### config.mk
export PLATFORM = sky130hd
export DESIGN_NAME = bluetooth_cmd_streamer
export DESIGN_NICKNAME = d
export VERILOG_FILES = /design/src/rtl/bluetooth_pkg.sv /design/src/rtl/bluetooth_prefix_rom.sv /design/src/rtl/bluetooth_cmd_streamer.sv
export SDC_FILE = /design/constraint.sdc
export NUM_CORES = 1
export LEC_CHECK = 0
export BUFFER_PORTS_ARGS = -buffer_cell sky130_fd_sc_hd__buf_2
export CAP_MARGIN = 0
export CORE_ASPECT_RATIO = 0.75
export CORE_MARGIN = 4
export CORE_UTILIZATION = 30
export DETAILED_ROUTE_END_ITERATION = 12
export GPL_TIMING_DRIVEN = 0
export MAX_ROUTING_LAYER = met4
export PLACE_DENSITY = 0.5
export SYNTH_ARGS = -nofsm -noshare
export SYNTH_HDL_FRONTEND = slang
export SYNTH_SLANG_ARGS = --single-unit
### constraint.sdc
create_clock -name clk -period 3.6 [get_ports clk]
set_input_delay 0.36 -clock clk [delete_from_list [all_inputs] [get_ports clk]]
set_output_delay 0.36 -clock clk [all_outputs]
set_load 0.01 [all_outputs]
### src/rtl/bluetooth_pkg.sv
// rtl/bluetooth_pkg.sv - shared constants and helpers for the BLE AT-command streamer
package bluetooth_pkg;

    localparam logic [7:0] ASCII_A    = 8'h41;
    localparam logic [7:0] ASCII_B    = 8'h42;
    localparam logic [7:0] ASCII_E    = 8'h45;
    localparam logic [7:0] ASCII_L    = 8'h4C;
    localparam logic [7:0] ASCII_R    = 8'h52;
    localparam logic [7:0] ASCII_T    = 8'h54;
    localparam logic [7:0] ASCII_U    = 8'h55;
    localparam logic [7:0] ASCII_X    = 8'h58;
    localparam logic [7:0] ASCII_PLUS = 8'h2B;
    localparam logic [7:0] ASCII_EQ   = 8'h3D;
    localparam logic [7:0] ASCII_CR   = 8'h0D;

    localparam logic [3:0] CMD_TX   = 4'd1;
    localparam logic [3:0] CMD_RX   = 4'd2;
    localparam logic [3:0] CMD_PING = 4'd3;

    typedef logic [1:0] state_t;
    localparam state_t ST_IDLE    = 2'd0;
    localparam state_t ST_PREFIX  = 2'd1;
    localparam state_t ST_PAYLOAD = 2'd2;
    localparam state_t ST_TERM    = 2'd3;

    localparam int PREFIX_LEN_TX   = 13;
    localparam int PREFIX_LEN_RX   = 12;
    localparam int PREFIX_LEN_PING = 2;

    function automatic logic cmd_valid(input logic [3:0] cmd);
        return (cmd == CMD_TX) || (cmd == CMD_RX) || (cmd == CMD_PING);
    endfunction

    function automatic logic [3:0] prefix_last(input logic [3:0] cmd);
        case (cmd)
            CMD_TX:  return 4'(PREFIX_LEN_TX - 1);
            CMD_RX:  return 4'(PREFIX_LEN_RX - 1);
            default: return 4'(PREFIX_LEN_PING - 1);
        endcase
    endfunction

endpackage

### src/rtl/bluetooth_prefix_rom.sv
// rtl/bluetooth_prefix_rom.sv - constant AT prefix text indexed by command and position
module bluetooth_prefix_rom
    import bluetooth_pkg::*;
(
    input  logic [3:0] cmd_i,
    input  logic [3:0] index_i,
    output logic [7:0] byte_o
);

    // TX and RX prefixes share every character except position 10; PING uses only 0..1.
    always_comb begin
        byte_o = 8'h00;
        case (index_i)
            4'd0:    byte_o = ASCII_A;
            4'd1:    byte_o = ASCII_T;
            4'd2:    byte_o = ASCII_PLUS;
            4'd3:    byte_o = ASCII_B;
            4'd4:    byte_o = ASCII_L;
            4'd5:    byte_o = ASCII_E;
            4'd6:    byte_o = ASCII_U;
            4'd7:    byte_o = ASCII_A;
            4'd8:    byte_o = ASCII_R;
            4'd9:    byte_o = ASCII_T;
            4'd10:   byte_o = (cmd_i == CMD_TX) ? ASCII_T : ASCII_R;
            4'd11:   byte_o = ASCII_X;
            4'd12:   byte_o = ASCII_EQ;
            default: byte_o = 8'h00;
        endcase
    end

endmodule

### src/rtl/bluetooth_cmd_streamer.sv
// rtl/bluetooth_cmd_streamer.sv - AT command frame builder emitting one byte per handshake
module bluetooth_cmd_streamer
    import bluetooth_pkg::*;
#(
    parameter int MAX_PAYLOAD = 16,
    parameter int LEN_W       = $clog2(MAX_PAYLOAD + 1)
) (
    input  logic                     clk,
    input  logic                     reset,
    input  logic                     start,
    input  logic [3:0]               command_select,
    input  logic [8*MAX_PAYLOAD-1:0] payload_data,
    input  logic [LEN_W-1:0]         payload_len,
    output logic [7:0]               out_byte,
    output logic                     out_valid,
    input  logic                     out_ready,
    output logic                     busy,
    output logic                     done,
    output logic                     error
);

    state_t                   state_q, state_d;
    logic [3:0]               cmd_q, cmd_d;
    logic [8*MAX_PAYLOAD-1:0] payload_q, payload_d;
    logic [LEN_W-1:0]         len_q, len_d;
    logic [LEN_W-1:0]         pcnt_q, pcnt_d;
    logic [3:0]               pidx_q, pidx_d;
    logic                     done_q, done_d;
    logic                     error_q, error_d;
    logic [7:0]               rom_byte;
    logic [7:0]               payload_byte;
    logic                     start_bad;

    bluetooth_prefix_rom u_prefix_rom (
        .cmd_i   (cmd_q),
        .index_i (pidx_q),
        .byte_o  (rom_byte)
    );

    assign payload_byte = payload_q[{pcnt_q, 3'b000} +: 8];
    assign start_bad    = !cmd_valid(command_select) ||
                          ((command_select == CMD_TX) && (payload_len > LEN_W'(MAX_PAYLOAD)));

    always_comb begin
        state_d   = state_q;
        cmd_d     = cmd_q;
        payload_d = payload_q;
        len_d     = len_q;
        pcnt_d    = pcnt_q;
        pidx_d    = pidx_q;
        done_d    = 1'b0;
        error_d   = 1'b0;
        case (state_q)
            ST_IDLE: begin
                if (start) begin
                    if (start_bad) begin
                        error_d = 1'b1;
                    end else begin
                        cmd_d     = command_select;
                        payload_d = payload_data;
                        len_d     = payload_len;
                        pidx_d    = 4'd0;
                        pcnt_d    = '0;
                        state_d   = ST_PREFIX;
                    end
                end
            end
            ST_PREFIX: begin
                if (out_ready) begin
                    if (pidx_q == prefix_last(cmd_q)) begin
                        state_d = ((cmd_q == CMD_TX) && (len_q != '0)) ? ST_PAYLOAD : ST_TERM;
                    end else begin
                        pidx_d = pidx_q + 4'd1;
                    end
                end
            end
            ST_PAYLOAD: begin
                if (out_ready) begin
                    if (pcnt_q == len_q - LEN_W'(1)) begin
                        state_d = ST_TERM;
                    end else begin
                        pcnt_d = pcnt_q + LEN_W'(1);
                    end
                end
            end
            default: begin
                if (out_ready) begin
                    state_d = ST_IDLE;
                    done_d  = 1'b1;
                    pidx_d  = 4'd0;
                    pcnt_d  = '0;
                end
            end
        endcase
    end

    always_ff @(posedge clk) begin
        if (reset) begin
            state_q   <= ST_IDLE;
            cmd_q     <= 4'd0;
            payload_q <= '0;
            len_q     <= '0;
            pcnt_q    <= '0;
            pidx_q    <= 4'd0;
            done_q    <= 1'b0;
            error_q   <= 1'b0;
        end else begin
            state_q   <= state_d;
            cmd_q     <= cmd_d;
            payload_q <= payload_d;
            len_q     <= len_d;
            pcnt_q    <= pcnt_d;
            pidx_q    <= pidx_d;
            done_q    <= done_d;
            error_q   <= error_d;
        end
    end

    // Output byte is a pure function of registered state, so it cannot move during a stall.
    always_comb begin
        out_byte = 8'h00;
        case (state_q)
            ST_PREFIX:  out_byte = rom_byte;
            ST_PAYLOAD: out_byte = payload_byte;
            ST_TERM:    out_byte = ASCII_CR;
            default:    out_byte = 8'h00;
        endcase
    end

    assign out_valid = (state_q != ST_IDLE);
    assign busy      = (state_q != ST_IDLE);
    assign done      = done_q;
    assign error     = error_q;

endmodule
# Word-level counts from Yosys, hierarchy flattened
# Index checks and enable logic that the tools add are counted.
# classes
muxes	29
order_cmp	1
n_reduce_logical	19
n_shift	1
bitwise_logic	5
addsub	3
eq_ne	30
# ops
cell	count
indexed part select 128 x 9 -> 8 bit	1
one-hot mux 8 bit (11 select lines)	1
2-to-1 mux 4 bit	7
2-to-1 mux 5 bit	5
one-hot mux 8 bit (3 select lines)	1
== test 4 x 2 -> 1 bit, second input constant	5
== test 4 bit, second input constant	5
== test 4 x 3 -> 1 bit, second input constant	4
!= test 2 bit, second input constant	8
one-hot mux 5 bit (3 select lines)	1
2-to-1 mux 2 bit	7
== test 4 x 1 -> 1 bit, second input constant	3
one-hot mux 4 bit (3 select lines)	1
AND reduction 6 bit	2
one-hot mux 4 bit (2 select lines)	1
AND reduction 7 bit	1
one-hot mux 2 bit (3 select lines)	1
adder 5 x 1 -> 5 bit, second input constant	1
== test 5 bit	1
> comparator 5 bit, second input constant	1
inverter 1 bit	5
nonzero test 5 bit	1
subtractor 5 x 1 -> 5 bit, second input constant	1
adder 4 x 1 -> 4 bit, second input constant	1
15 further kinds	23
# word_totals
inputBits	141
wordCells	96
register_bits	150
out_inout_bits	12

# Longest topological paths before layout
# depth
ltp_word	8
ltp_mapped	10
mapped_depth_nobuf	8

# Modules after synthesis
# A second synthesis with hierarchy kept.
# unflattened
cells_unflattened	831
area_unflattened_um2	7126.8
# modules_own_cells
mod	seq_area_each_um2	n_inst	area_per_inst_um2	cells_each
bluetooth_cmd_streamer	3002.9	1	6897.9	800
bluetooth_prefix_rom	0.0	1	229.0	31

# Worst setup path before layout
# No wires, ideal clock.
# synth_path
path_kind	reg-to-output
start	reg pcnt_q[0]
end	out out_byte[0]
arrival_ns	1.943
t_required_ns	3.240
path_buffers	2
path_stages_with_launch	7
slack_ns	1.297
path_cell_list	dfxtp_1 -> buf_4 -> buf_2 -> mux4_2 -> mux4_2 -> inv_1 -> o22ai_1
# synth_via
elab_chain_cells	2
# synth_rtl
item	line_no	rtl
start: declaration	bluetooth_cmd_streamer.sv:26	logic [LEN_W-1:0] pcnt_q, pcnt_d;
start signal: assignment	bluetooth_cmd_streamer.sv:112	pcnt_q <= pcnt_d;
indexed part select 128 x 9 -> 8 bit	bluetooth_cmd_streamer.sv:40	assign payload_byte = payload_q[{pcnt_q, 3'b000} +: 8];
one-hot mux 8 bit (3 select lines)	bluetooth_cmd_streamer.sv:122	case (state_q)
end: declaration	bluetooth_cmd_streamer.sv:14	output logic [7:0] out_byte,
# No other way between the ends.

# Worst setup path in the final report
# layout_path
start	reg pcnt_q[1]
end	out out_byte[5]
# The elaborated chain is that of the path after synthesis.

==> results.py <==
metrics = {
    "route": {
        "wl_mm": 23.3,
        "drt-pass1-iter-count": 5,
        "antenna_left": 0,
        "drt_iter0_drc": 461,
        "post_drt_wl_per_cell_um": 17.7,
        "drc_errors": 0,
        "vias": 6437,
        "vias_per_cell": 4.89,
    },
    "worst_setup_path": {
        "crit_top_cell": "mux4_2",
        "end_kind": "output port",
        "path_cells": "buf_4 > clkbuf_1 > mux4_2 > mux4_2 > inv_1 > o22ai_1 > buf_2",
        "crit_path_top_delay_cell": "clkbuf_1",
        "arrival_ps": 3000,
        "worstPathRequired_ps": 3240,
        "crit_family": "buffers and inverters",
        "timing.rr.start": "state_q[0]",
        "startpoint": "pcnt_q[1]",
        "cp-start-kind": "register",
        "critPathMaxStageDelay_ps": 650,
        "cp_max_fo": 10,
        "path_class": "register to output port",
        "worst-path-buf-inv": 4,
    },
    "grt": {
        "grt_pass1_vias": 6150,
        "grt_max_degree": 17,
        "grt_usage_pct": 18.7,
        "grt_first_pass_wirelength_mm": 35.6,
        "grt-ovfl-total": 0,
        "antenna_found_initial": 0,
    },
    "pwr": {
        "total_leakage_power_uw": 0.00320,
        "power.density_nw_per_um2": 495,
        "peakVddDrop_v": 0.000347,
    },
    "synth": {
        "synth-edff-count": 0,
        "syn_area_um2": 6990,
        "synthArstFlopShare_pct": 0,
        "yosysWarnings": 0,
        "syn_inst": 833,
        "ys_ff_latch": 150,
        "syn_nets": 984,
        "syn_avg_cell_area_um2": 8.39,
        "synthFlopType": "dfxtp_1",
        "yosysSeqAreaShare_pct": 43.0,
        "synth.distinct_cells": 54,
    },
    "timing": {
        "drv_slew": 0,
        "fmax_mhz": 298,
        "hold-worst-slack_ps": 163,
        "period_share_pct": 93.2,
        "slew_headroom_pct": 45.3,
        "setup_viol_count_final": 0,
        "fin_tns_setup_ps": 0,
        "fin_worst_skew_ps": 6.49,
        "period_minus_slack_ps": 3360,
        "setup_slack_ps": 243,
        "final_hold_viol_count": 0,
        "max_slew.worst_pin.slew_ps": 820,
        "rsz0062_at_grt": "no",
    },
    "clocking": {
        "clk_pin_slew_ps": 60,
        "numCtsBuffers": 17,
        "cts_tree": "yes",
        "clock_path_buffers": 2,
        "numClockSinks": 150,
        "insertion_delay_ps": 430,
        "cts_hold_buf": 0,
        "ctsResizeCount": 0,
        "postCtsSetupRepairBufs": 0,
        "cts_root_buffer": "clkbuf_16",
        "htree_levels": 4,
    },
    "placement": {
        "hpwl_mm": 18.1,
        "preCtsSetupSlack_ps": 706,
        "portBuffers": 152,
        "gp_congestion": 0.851,
    },
    "floorplan": {
        "die_height_um": 140,
        "floorplan.initialDensity_pct": 30.5,
        "coreArea_um2": 22900,
        "fp.dieW_um": 184,
        "rows": 48,
        "die_area_um2": 25800,
        "pin_count": 153,
    },
    "cells_and_area": {
        "utilization_pct": 38.1,
        "diodes": 0,
        "drive_gt1_share_pct": 24.2,
        "final_common_cell": "nand2_1",
        "nets": 1155,
        "mostFrequentLayoutCells": "nand2_1 (286), buf_2 (163), a21oi_1 (152), dfxtp_1 (150), clkbuf_1 (52)",
        "area_growth_pct": 25.0,
    },
    "job": {
        "drv_cap": 0,
    },
    "min_path": {
        "hold_path_class": "input pin to register",
        "hold_start": "payload_data[58]",
    },
    "outcome": {
        "status": "finished, final reports clean",
    },
}
==> registers in the layout (all words and copies together) (netlist names) <==
register,cells
pcnt_q,5
cmd_q,4
len_q,5
payload_q,128
done,1
state_q,2
pidx_q,4
error,1
==> Yosys cell counts, drive strengths merged, types with 6 or more instances <==
cell / count / area, um^2
clkbuf: 52 / 195
nand4: 6 / 37.5
nor3: 8 / 40.0
nand2: 286 / 1070
a21oi: 153 / 769
mux4: 40 / 901
nor2: 8 / 30.0
a31oi: 7 / 43.8
nor2b: 10 / 62.6
o21ai: 6 / 30.0
dfxtp: 150 / 3000
ha: 10 / 125
inv: 19 / 71.3
buf: 15 / 81.3
==> cell families (layout without fill, tap and decap cells) <==
family / after synthesis / in the layout / share of synthesized area [%]
mux: 42 / 42 / 13.2
fa+ha+maj: 10 / 10 / 1.79
compound gates: 197 / 197 / 15.7
simple gates: 343 / 343 / 20.7
xor+xnor: 5 / 5 / 0.627
buf+inv: 86 / 270 / 4.98
flops: 150 / 150 / 43.0
==> stage by stage <==
step | total power [uW] | area [um^2] | std cells
2_1_floorplan | 2230 | 6990 | 833
3_3_place_gp | 2490 | 8130 | 1285
3_5_place_dp | 2500 | 8130 | 1285
4_1_cts | 4360 | 8740 | 1317
5_1_grt | 4520 | 8740 | 1317
6_report | 4330 | 8740 | 1317
==> layer usage <==
metal | vias up | routed length, um | GRT usage, %
li1 | 3212 | - | -
met2 | 216 | 9260 | 24.6
met3 | 21 | 1590 | 4.26
met4 | 0 | 303 | 4.86
met1 | 2988 | 12200 | 28.4
met5 | - | 0 | -
==> final timing paths <==
kind                    end  slack [ps]  cells after the start
max             out_byte[5]         240                      7
min           payload_q[58]         160                      3
max reg2reg  payload_q[103]         840                     10
min reg2reg   payload_q[27]         450                      2
==> power breakdown <==
group,switching (uW),internal (uW)
Sequential,45.2,1730
Clock,753,1120
Combinational,425,255
Total,1220,3100
==> layout make-up <==
class                      instances  area [um^2]
buffer                            67          277
clock inverter                    14          174
multi-input combinational        597         3640
sequential                       150         3000
timing repair buffer             152          761
tap                              300          375
fill                            2464        14200
clock buffer                      18          439
inverter                          19         71.3
==> worst register-to-register path, delay by kind of cell (launching register included) <==
| family | cells | cell delay [ps] |
|---|---|---|
| flops | 1 | 320 |
| compound gates | 1 | 140 |
| buf+inv | 5 | 1600 |
| fa+ha+maj | 1 | 140 |
| simple gates | 3 | 480 |
No activity file was read; power rests on OpenSTA's default activity.
